===== src/rtl/vram_port_if.sv =====
// Bus bundle between the two VRAM masters, the arbiter and the block RAM.
// The slave view is the arbiter; the master view is everything around it
// (scan-out reader, game-logic port and the RAM instance).
interface vram_port_if #(
   parameter int AW = 16,
   parameter int DW = 12
);
   // M0: scan-out reader (read only)
   logic          m0_req;
   logic [AW-1:0] m0_addr;
   logic          m0_gnt;
   logic          m0_rvalid;
   logic [DW-1:0] m0_rdata;

   // M1: game-logic read/write port
   logic          m1_req;
   logic          m1_we;
   logic [AW-1:0] m1_addr;
   logic [DW-1:0] m1_wdata;
   logic          m1_gnt;
   logic          m1_rvalid;
   logic [DW-1:0] m1_rdata;

   // Single RAM port
   logic          ram_wea;
   logic [AW-1:0] ram_addra;
   logic [DW-1:0] ram_dina;
   logic [DW-1:0] ram_douta;

   // Forced-grant indicator
   logic          starved;

   modport slave (
      input  m0_req, m0_addr,
      output m0_gnt, m0_rvalid, m0_rdata,
      input  m1_req, m1_we, m1_addr, m1_wdata,
      output m1_gnt, m1_rvalid, m1_rdata,
      output ram_wea, ram_addra, ram_dina,
      input  ram_douta,
      output starved
   );

   modport master (
      output m0_req, m0_addr,
      input  m0_gnt, m0_rvalid, m0_rdata,
      output m1_req, m1_we, m1_addr, m1_wdata,
      input  m1_gnt, m1_rvalid, m1_rdata,
      input  ram_wea, ram_addra, ram_dina,
      output ram_douta,
      input  starved
   );
endinterface


===== src/rtl/vram_port_arbiter.sv =====
// VRAM port arbiter: shares one single-port pixel RAM between the VGA
// scan-out reader (M0, priority) and the game-logic port (M1). M1 gets a
// forced grant after waiting MAX_STARVE cycles. Read data is routed back to
// its owner by a tag pipe that matches the RAM read latency.
module vram_port_arbiter #(
   parameter int AW         = 16,
   parameter int DW         = 12,
   parameter int RAM_LAT    = 1,
   parameter int MAX_STARVE = 8
) (
   input  logic       clka,
   input  logic       rst,
   vram_port_if.slave bus
);

   localparam logic [7:0] STARVE_LIM = 8'(MAX_STARVE);
   localparam int         LAST       = RAM_LAT - 1;

   logic [7:0]         starve_cnt_q, starve_cnt_d;
   logic [RAM_LAT-1:0] tag_vld_q, tag_vld_d;
   logic [RAM_LAT-1:0] tag_own_q, tag_own_d;

   logic               m0_gnt;
   logic               m1_gnt;
   logic               force_m1;

   logic [AW-1:0]      addr_mux;
   logic [DW-1:0]      dina_mux;
   logic               wea_mux;

   // Grant selection: starvation guard wins, then M0, then M1; nothing under reset.
   always_comb begin
      m0_gnt   = 1'b0;
      m1_gnt   = 1'b0;
      force_m1 = 1'b0;
      if (!rst) begin
         if (bus.m1_req && (starve_cnt_q == STARVE_LIM)) begin
            m1_gnt   = 1'b1;
            force_m1 = 1'b1;
         end else if (bus.m0_req) begin
            m0_gnt = 1'b1;
         end else if (bus.m1_req) begin
            m1_gnt = 1'b1;
         end
      end
   end

   // Wait counter for M1: counts ungranted request cycles, saturates at the limit.
   always_comb begin
      starve_cnt_d = starve_cnt_q;
      if (m1_gnt || !bus.m1_req) begin
         starve_cnt_d = '0;
      end else if (starve_cnt_q < STARVE_LIM) begin
         starve_cnt_d = starve_cnt_q + 8'd1;
      end
   end

   // Tag pipe: stage 0 records this cycle's access, older entries shift toward the output.
   always_comb begin
      tag_vld_d    = '0;
      tag_own_d    = '0;
      // A write occupies a slot but carries no return data.
      tag_vld_d[0] = m0_gnt | (m1_gnt & ~bus.m1_we);
      tag_own_d[0] = m1_gnt;
      for (int i = 1; i < RAM_LAT; i++) begin
         tag_vld_d[i] = tag_vld_q[i-1];
         tag_own_d[i] = tag_own_q[i-1];
      end
   end

   // RAM port mux: the granted master drives the port, idle parks it at zero.
   always_comb begin
      addr_mux = '0;
      dina_mux = '0;
      wea_mux  = 1'b0;
      if (m0_gnt) begin
         addr_mux = bus.m0_addr;
      end else if (m1_gnt) begin
         addr_mux = bus.m1_addr;
         dina_mux = bus.m1_wdata;
         wea_mux  = bus.m1_we;
      end
   end

   // State registers; reset drops every in-flight read and clears the wait count.
   always_ff @(posedge clka) begin
      if (rst) begin
         starve_cnt_q <= '0;
         tag_vld_q    <= '0;
         tag_own_q    <= '0;
      end else begin
         starve_cnt_q <= starve_cnt_d;
         tag_vld_q    <= tag_vld_d;
         tag_own_q    <= tag_own_d;
      end
   end

   assign bus.m0_gnt    = m0_gnt;
   assign bus.m1_gnt    = m1_gnt;
   assign bus.starved   = force_m1;

   assign bus.ram_wea   = wea_mux;
   assign bus.ram_addra = addr_mux;
   assign bus.ram_dina  = dina_mux;

   // Return data is gated off while reset is high so nothing leaks out mid-reset.
   assign bus.m0_rvalid = ~rst & tag_vld_q[LAST] & ~tag_own_q[LAST];
   assign bus.m1_rvalid = ~rst & tag_vld_q[LAST] &  tag_own_q[LAST];
   assign bus.m0_rdata  = bus.ram_douta;
   assign bus.m1_rdata  = bus.ram_douta;

endmodule

===== src/flat_wrapper.sv =====
// flat-port wrapper written by rule: the top's interface ports become plain ports
module vram_port_arbiter_flat 
#(
   parameter int AW         = 16,
   parameter int DW         = 12,
   parameter int RAM_LAT    = 1,
   parameter int MAX_STARVE = 8
)
  (clka, rst, bus_m0_req, bus_m0_addr, bus_m0_gnt, bus_m0_rvalid, bus_m0_rdata, bus_m1_req, bus_m1_we, bus_m1_addr, bus_m1_wdata, bus_m1_gnt, bus_m1_rvalid, bus_m1_rdata, bus_ram_wea, bus_ram_addra, bus_ram_dina, bus_ram_douta, bus_starved);
  vram_port_if #(.AW(AW), .DW(DW)) bus_i ();
  input  logic clka;
  input  logic rst;
  input wire logic [$bits(bus_i.m0_req)-1:0] bus_m0_req;
  input wire logic [$bits(bus_i.m0_addr)-1:0] bus_m0_addr;
  output wire logic [$bits(bus_i.m0_gnt)-1:0] bus_m0_gnt;
  output wire logic [$bits(bus_i.m0_rvalid)-1:0] bus_m0_rvalid;
  output wire logic [$bits(bus_i.m0_rdata)-1:0] bus_m0_rdata;
  input wire logic [$bits(bus_i.m1_req)-1:0] bus_m1_req;
  input wire logic [$bits(bus_i.m1_we)-1:0] bus_m1_we;
  input wire logic [$bits(bus_i.m1_addr)-1:0] bus_m1_addr;
  input wire logic [$bits(bus_i.m1_wdata)-1:0] bus_m1_wdata;
  output wire logic [$bits(bus_i.m1_gnt)-1:0] bus_m1_gnt;
  output wire logic [$bits(bus_i.m1_rvalid)-1:0] bus_m1_rvalid;
  output wire logic [$bits(bus_i.m1_rdata)-1:0] bus_m1_rdata;
  output wire logic [$bits(bus_i.ram_wea)-1:0] bus_ram_wea;
  output wire logic [$bits(bus_i.ram_addra)-1:0] bus_ram_addra;
  output wire logic [$bits(bus_i.ram_dina)-1:0] bus_ram_dina;
  input wire logic [$bits(bus_i.ram_douta)-1:0] bus_ram_douta;
  output wire logic [$bits(bus_i.starved)-1:0] bus_starved;
  assign bus_i.m0_req = bus_m0_req;
  assign bus_i.m0_addr = bus_m0_addr;
  assign bus_m0_gnt = bus_i.m0_gnt;
  assign bus_m0_rvalid = bus_i.m0_rvalid;
  assign bus_m0_rdata = bus_i.m0_rdata;
  assign bus_i.m1_req = bus_m1_req;
  assign bus_i.m1_we = bus_m1_we;
  assign bus_i.m1_addr = bus_m1_addr;
  assign bus_i.m1_wdata = bus_m1_wdata;
  assign bus_m1_gnt = bus_i.m1_gnt;
  assign bus_m1_rvalid = bus_i.m1_rvalid;
  assign bus_m1_rdata = bus_i.m1_rdata;
  assign bus_ram_wea = bus_i.ram_wea;
  assign bus_ram_addra = bus_i.ram_addra;
  assign bus_ram_dina = bus_i.ram_dina;
  assign bus_i.ram_douta = bus_ram_douta;
  assign bus_starved = bus_i.starved;
  vram_port_arbiter #(.AW(AW), .DW(DW), .RAM_LAT(RAM_LAT), .MAX_STARVE(MAX_STARVE)) u_core (.clka(clka), .rst(rst), .bus(bus_i));
endmodule

===== config.mk =====
export PLATFORM = sky130hd
export DESIGN_NAME = vram_port_arbiter_flat
export DESIGN_NICKNAME = d
export VERILOG_FILES = /design/src/rtl/vram_port_if.sv /design/src/rtl/vram_port_arbiter.sv /design/src/flat_wrapper.sv
export SDC_FILE = /design/constraint.sdc
export NUM_CORES = 1
export LEC_CHECK = 0
export CAP_MARGIN = 30
export CORE_ASPECT_RATIO = 0.75
export CORE_UTILIZATION = 26
export CTS_CLUSTER_SIZE = 8
export DETAILED_ROUTE_END_ITERATION = 12
export PLACE_DENSITY = 0.8
export REMOVE_ABC_BUFFERS = 1
export SLEW_MARGIN = 15
export SYNTH_ARGS = -nofsm -noshare
export SYNTH_HDL_FRONTEND = slang
export SYNTH_SLANG_ARGS = --single-unit
export TNS_END_PERCENT = 50

===== constraint.sdc =====
create_clock -name clka -period 3.1 [get_ports clka]
set_input_delay 0.93 -clock clka [delete_from_list [all_inputs] [get_ports clka]]
set_output_delay 0.93 -clock clka [all_outputs]
set_load 0.005 [all_outputs]

==> flow_summary.yaml, run 1 <==
outcome:
  status: "complete, no violations"
floorplan:
  die_h_um: 54.9
  ioPinCount: 119
  initial_utilization_pct: 28.4
  die_w_um: 72.6
  dieArea_um2: 3990
  core_area_um2: 3420
  rows: 18
synthesis:
  synth_cell_types: 31
  yosys.area_share.xor_xnor_pct: 0
  synth-seq-area-share_pct: 20.6
  synth_fa_ha_area_share_pct: 2.58
  muxShareOfSynthArea_pct: 0
  syn-cell-area_um2: 971
  synth-compound-area-share_pct: 24.2
  synthSimpleGateAreaFrac_pct: 21.1
  synthCells: 111
  ys_ff_latch: 10
  yosys_warnings: 0
  avgSynthCellArea_um2: 8.75
  synth_top_family_by_area: "buffers and inverters"
sta:
  clock_skew_ps: 6.21
  period_minus_slack_ps: 3090
  whs_ps: 502
  timing.final.max_slew_violations: 0
  fmax_mhz: 324
  tightest_slew_ps: 490
  relSlewSlack_pct: 67.1
  period_share_pct: 99.6
  rsz0062_at_grt: "true"
  setup-violations-final: 0
  hold_viol_final: 0
finish:
  final-seq-area_um2: 200
  antenna_cells: 0
  final_nets: 245
  finalNonFillerCells: 230
  layout-drive-gt1-share_pct: 20.0
  fillers: 326
  multi_input_area_um2: 493
  area_delta_synth_final_pct: 91.8
  utilization_pct: 54.4
global_route:
  grt_pass1_wl_um: 5330
  antenna_found_initial: 0
  first_global_vias: 1048
  grt_overflow_total: 0
  grt_max_degree: 16
  grt_use_total_pct: 17.9
critical_path:
  critPathKind: "in -> out"
  max_stage_delay_ps: 210
  critPathArrivalTime_ps: 2160
  cp_common_cell: "buf_6"
  crit_fanout: 7
  crit_chain: "buf_6 > nand4b_1 > buf_6 > o22ai_4 > buf_12 > buf_16 > buf_6 > buf_6 > a32o_1 > buf_2"
  start_kind: "input port"
  slowest_stage: "a32o_1"
  cp.required_ps: 2170
  end_kind: "output pin"
placement:
  place_congestion: 0.733
  dp_hpwl_um: 2550
  port_buffers: 82
  dp.cells: 217
route:
  wl_um: 3680
  via_per_inst: 4.80
  drtAntennaViolNets: 0
  drc: 0
  dr.pass1.iters: 4
  drt-wirelength-per-cell_um: 16.0
  routed-via-count: 1105
  drtIter0Drc: 24
power:
  power_density_nw_per_um2: 234
  peakVddDrop_uv: 214
  p_leak_nw: 0.855
cts:
  clock_latency_ps: 230
  htreeDepth: 1
  path_clk_slew_ps: 40
  cts_tree: "yes"
  root_buffer: "clkbuf_8"
  clkSinkCount: 10
  numCtsBuffers: 3
  cts_buffer_depth: 2
min_path:
  hold_class: "reg -> reg"
job:
  cap_violations: 0
-- critical path: cells and delay by family --
family          cells  cell delay [ps]
buf+inv             7              840
compound gates      2              280
simple gates        1              100
-- per-layer routing --
metal  vias to the layer above  share of wire [%]  global-route usage (%)
met5                         -                  0                       0
met4                         0               0.38                    5.88
met3                         2                8.9                    8.88
met2                        56                 45                    26.2
met1                       516                 46                    23.0
li1                        531                  -                       -
-- where the power goes --
group	internal, mW	switching (mW)
Clock	0.0849	0.0485
Combinational	0.118	0.0519
Sequential	0.131	0.00116
-- repair_timing --
action                                  CTS  global route
resized for setup                        60            19
gates cloned                              5             0
buffers inserted                          5             1
pin swaps                                 5             1
endpoints found under the setup margin   34            16
hold buffers                              0             0
-- state kept, by name (all words and copies together), names as in the netlist --
name / count
u_core.starve_cnt_q: 8
u_core.tag_own_q: 1
u_core.tag_vld_q: 1
-- cell usage in the layout (no fill, tap or decap), types with 2 or more instances in the layout --
master	n
a21oi_1	4
a32o_1	16
and3_1	16
buf_12	3
buf_16	2
buf_2	2
buf_4	6
buf_6	6
clkbuf_2	2
clkbuf_8	3
clkdlybuf4s15_1	14
clkdlybuf4s50_1	47
dfxtp_1	10
dlygate4sd2_1	16
ha_1	2
inv_1	4
nand3_1	2
nor2_1	3
o21ai_0	3
-- final timing paths --
| kind | startpoint | end | slack [ps] | cells past startpoint |
|---|---|---|---|---|
| worst max register to register | u_core.starve_cnt_q[4]$_SDFFE_PP0N_ | u_core.tag_vld_q$_SDFF_PP0_ | 1460 | 4 |
| worst max-delay path | bus_m1_req | bus_ram_addra[14] | 10 | 10 |
| worst min register to register | u_core.starve_cnt_q[6]$_SDFFE_PP0N_ | u_core.starve_cnt_q[6]$_SDFFE_PP0N_ | 500 | 1 |
| worst min-delay path | u_core.starve_cnt_q[6]$_SDFFE_PP0N_ | u_core.starve_cnt_q[6]$_SDFFE_PP0N_ | 500 | 1 |
-- through the flow --
step	setup TNS [ps]	total power, mW	worst slack [ps]	cell area (um2)
floorplan	-5650	0.170	-208	684
global placement	-20720	0.286	-681	1660
finish	0	0.436	11.0	1860
global route	-79.7	0.465	-38.8	1860
detailed placement	-22060	0.287	-750	1660
CTS	0	0.438	3.98	1850
-- synth_stat cells --
library cell	instances	area share (%)
a21o_2	1	0.90
a21oi_1	4	2.1
a32o_1	16	16
and2b_2	1	0.90
and3_1	16	10
and3_2	1	0.77
buf_4	24	19
buf_6	4	4.6
buf_8	2	3.1
clkbuf_1	2	0.77
clkbuf_8	1	1.4
clkdlybuf4s15_1	1	1.0
dfxtp_1	10	21
ha_1	2	2.6
inv_1	5	1.9
nand2b_1	1	0.64
nand3_1	2	1.0
nand4_1	1	0.64
nand4b_1	1	0.90
nor2_1	3	1.2
nor3_1	1	0.51
nor3b_1	1	0.77
nor4_1	1	0.64
nor4b_1	1	0.90
o211ai_1	1	0.77
o21a_1	1	0.77
o21ai_0	3	1.5
o22a_2	1	1.0
o22ai_1	1	0.64
or3_2	1	0.77
or4_4	1	1.2
-- logic make-up (layout without fill, tap and decap cells) --
| family | count (synthesis) | in the layout |
|---|---|---|
| DFF | 10 | 10 |
| and+or+nand+nor | 32 | 32 |
| AOI/OAI and AO/OA | 28 | 28 |
| adders and majority gates | 2 | 2 |
| buffers and inverters | 39 | 108 |
-- final cells by class --
class | count | area share, %
flip-flops and latches | 10 | 10.8
well taps | 50 | 3.36
clock buffers | 3 | 2.22
inverters | 5 | 1.01
multi-input cells | 62 | 26.5
repair buffers | 100 | 56.2
Power figures use the tool's default switching activity.
==> inputs of run 2 (changes only) <==
--- a/config.mk
+++ b/config.mk
@@ -6,7 +6,7 @@
 export NUM_CORES = 1
 export LEC_CHECK = 0
 export CAP_MARGIN = 30
-export CORE_ASPECT_RATIO = 0.75
+export CORE_ASPECT_RATIO = 1.1
 export CORE_UTILIZATION = 26
 export CTS_CLUSTER_SIZE = 8
 export DETAILED_ROUTE_END_ITERATION = 12
==> run 2 against run 1 <==
  * Cell area decreased by 2.7%
  * Clock skew decreased by 2.3 ps
  * Non-clock buffer count increased by 9
  * Total power is 3.2% lower
  * Worst hold slack better by 1.2 ps
  * Flip-flop and latch count is the same
  * Register-to-register slack worse by 100 ps
==> flow_summary.yaml, run 2 (synthesis results as in run 1) <==
critical_path:
  cp.required_ps: 2170
  end_kind: "output pin"
  ff2ff_path_depth: 5
  reg2reg_slack_ps: 1360
  crit_fanout: 7
  critPathArrivalTime_ps: 2160
  start_kind: "input port"
  r2r-end: "u_core.tag_vld_q$_SDFF_PP0_"
  reg2reg_from: "u_core.starve_cnt_q[7]$_SDFFE_PP0N_"
  critPathKind: "in -> out"
floorplan:
  initial_utilization_pct: 28.2
  dieArea_um2: 3980
  rows: 22
  die_h_um: 66.1
  die_w_um: 60.3
  core_area_um2: 3440
  ioPinCount: 119
global_route:
  grt_use_total_pct: 19.3
  first_global_vias: 1175
  antenna_found_initial: 0
  grt_max_degree: 29
  grt_pass1_wl_um: 5750
  grt_overflow_total: 0
sta:
  period_minus_slack_ps: 3090
  setup-violations-final: 0
  timing.final.max_slew_violations: 0
  hold_viol_final: 0
  period_share_pct: 99.7
  fmax_mhz: 323
  relSlewSlack_pct: 64.9
  clock_skew_ps: 3.90
  rsz0062_at_grt: "true"
  whs_ps: 503
  tightest_slew_ps: 522
power:
  swShare_pct: 24.7
  switchingPower_mw: 0.104
  finalPower_mw: 0.422
  peakVddDrop_uv: 95.7
  pwr-share-clk_pct: 28.5
  p_int_mw: 0.317
  p_leak_nw: 0.860
  power_density_nw_per_um2: 233
  p_seq_share_pct: 31.3
  combPwrFrac_pct: 40.2
route:
  drc: 0
  wl_um: 3850
  drtAntennaViolNets: 0
  routed-via-count: 1180
  via_per_inst: 4.96
  dr.pass1.iters: 4
  drtIter0Drc: 36
  drt-wirelength-per-cell_um: 16.2
cts:
  path_clk_slew_ps: 70
  root_buffer: "clkbuf_4"
  clkSinkCount: 10
  ctsHoldBuffers: 0
  numCtsBuffers: 3
  cts_buffer_depth: 2
  clock_latency_ps: 270
  cts_tree: "yes"
  htreeDepth: 1
job:
  cap_violations: 0
finish:
  top_regs: "u_core.starve_cnt_q: 8 flops, u_core.tag_own_q: 1 flops, u_core.tag_vld_q: 1 flops"
  mostFrequentLayoutCell: "clkdlybuf4s50_1"
  largest_register: "u_core.starve_cnt_q"
  antenna_cells: 0
  fillers: 329
  layout-drive-gt1-share_pct: 36.3
  area_delta_synth_final_pct: 86.6
  largest_register_ffs: 8
  final_cell_mix: "clkdlybuf4s50_1, a32o_1, and3_1, buf_2, buf_4"
  final_nets: 254
min_path:
  hold_start: "u_core.starve_cnt_q[5]$_SDFFE_PP0N_"
  min_to: "u_core.starve_cnt_q[5]$_SDFFE_PP0N_"
  hold_depth: 1
  hold_class: "reg -> reg"
placement:
  port_buffers: 82
  dp_hpwl_um: 2490
  place_congestion: 0.719
outcome:
  status: "complete, no violations"
-- run 2: cell types whose count changed in the layout (fill, tap and decap cells not counted), moves of 3 or more --
| cell | change |
|---|---|
| buf_2 | +14 |
| dlygate4sd2_1 | -13 |
| clkbuf_2 | +10 |
| clkdlybuf4s15_1 | -10 |
| buf_4 | +8 |
| clkbuf_4 | +3 |
-- run 2: worst max-delay path by stage --
stage                                  end  slack [ps]                                start
final                     bus_ram_addra[3]           8                           bus_m1_req
after floorplan           bus_ram_addra[0]        -210                           bus_m1_req
after global routing      bus_ram_addra[5]         -40                           bus_m1_req
after CTS                  bus_ram_dina[1]           7  u_core.starve_cnt_q[4]$_SDFFE_PP0N_
after detailed placement       bus_ram_wea        -640                           bus_m1_req
after global placement         bus_ram_wea        -560                           bus_m1_req
-- run 2: metal layers --
layer | vias up | part of all wire [%] | global-route usage (%)
met2 | 90 | 46 | 29.4
met1 | 530 | 39 | 23.5
li1 | 552 | - | -
met4 | 0 | 1.6 | 3.78
met5 | - | 0 | 0
met3 | 8 | 13 | 10.8
-- run 2: final cells by class --
cell class / count / area (um2) / share of cell area [%]
sequential: 10 / 200 / 11.0
tap: 48 / 60.1 / 3.31
multi-input combinational: 62 / 494 / 27.3
inverter: 5 / 21.3 / 1.17
clock buffer: 4 / 36.3 / 2.00
timing repair buffer: 109 / 1000 / 55.2
-- run 2: power by group through the flow --
stage	clock, mW	sequential (mW)	combinational (mW)
floorplan	0	0.134	0.0354
global route	0.128	0.132	0.182
detailed placement	0	0.135	0.155
finish	0.120	0.132	0.170
CTS	0.124	0.132	0.172
global placement	0	0.135	0.154
-- run 2: worst max-delay path: stages --
cell and delay (ps):
buf_6 90, buf_6 120, inv_4 50, o22ai_2 90, buf_4 150, buf_6 110, bufbuf_16 260, a32o_1 230
buf_2 120
-- run 2: what timing repair did --
action,in CTS,in global routing
gates cloned,5,0
gates resized for setup,109,18
setup buffers,11,3
setup endpoints to repair,34,27
pin swaps,6,5
-- run 2: per-stage QoR --
step,util (%),TNS (ps),worst slack [ps],cell area (um2),cells
after floorplan,-,-5650,-208,684,77
after global placement,48.1,-16470,-559,1660,215
after detailed placement,48.1,-17520,-637,1660,215
after CTS,53.7,0,7.23,1850,235
after global routing,52.7,-119,-37.0,1810,238
final,52.7,0,8.34,1810,238
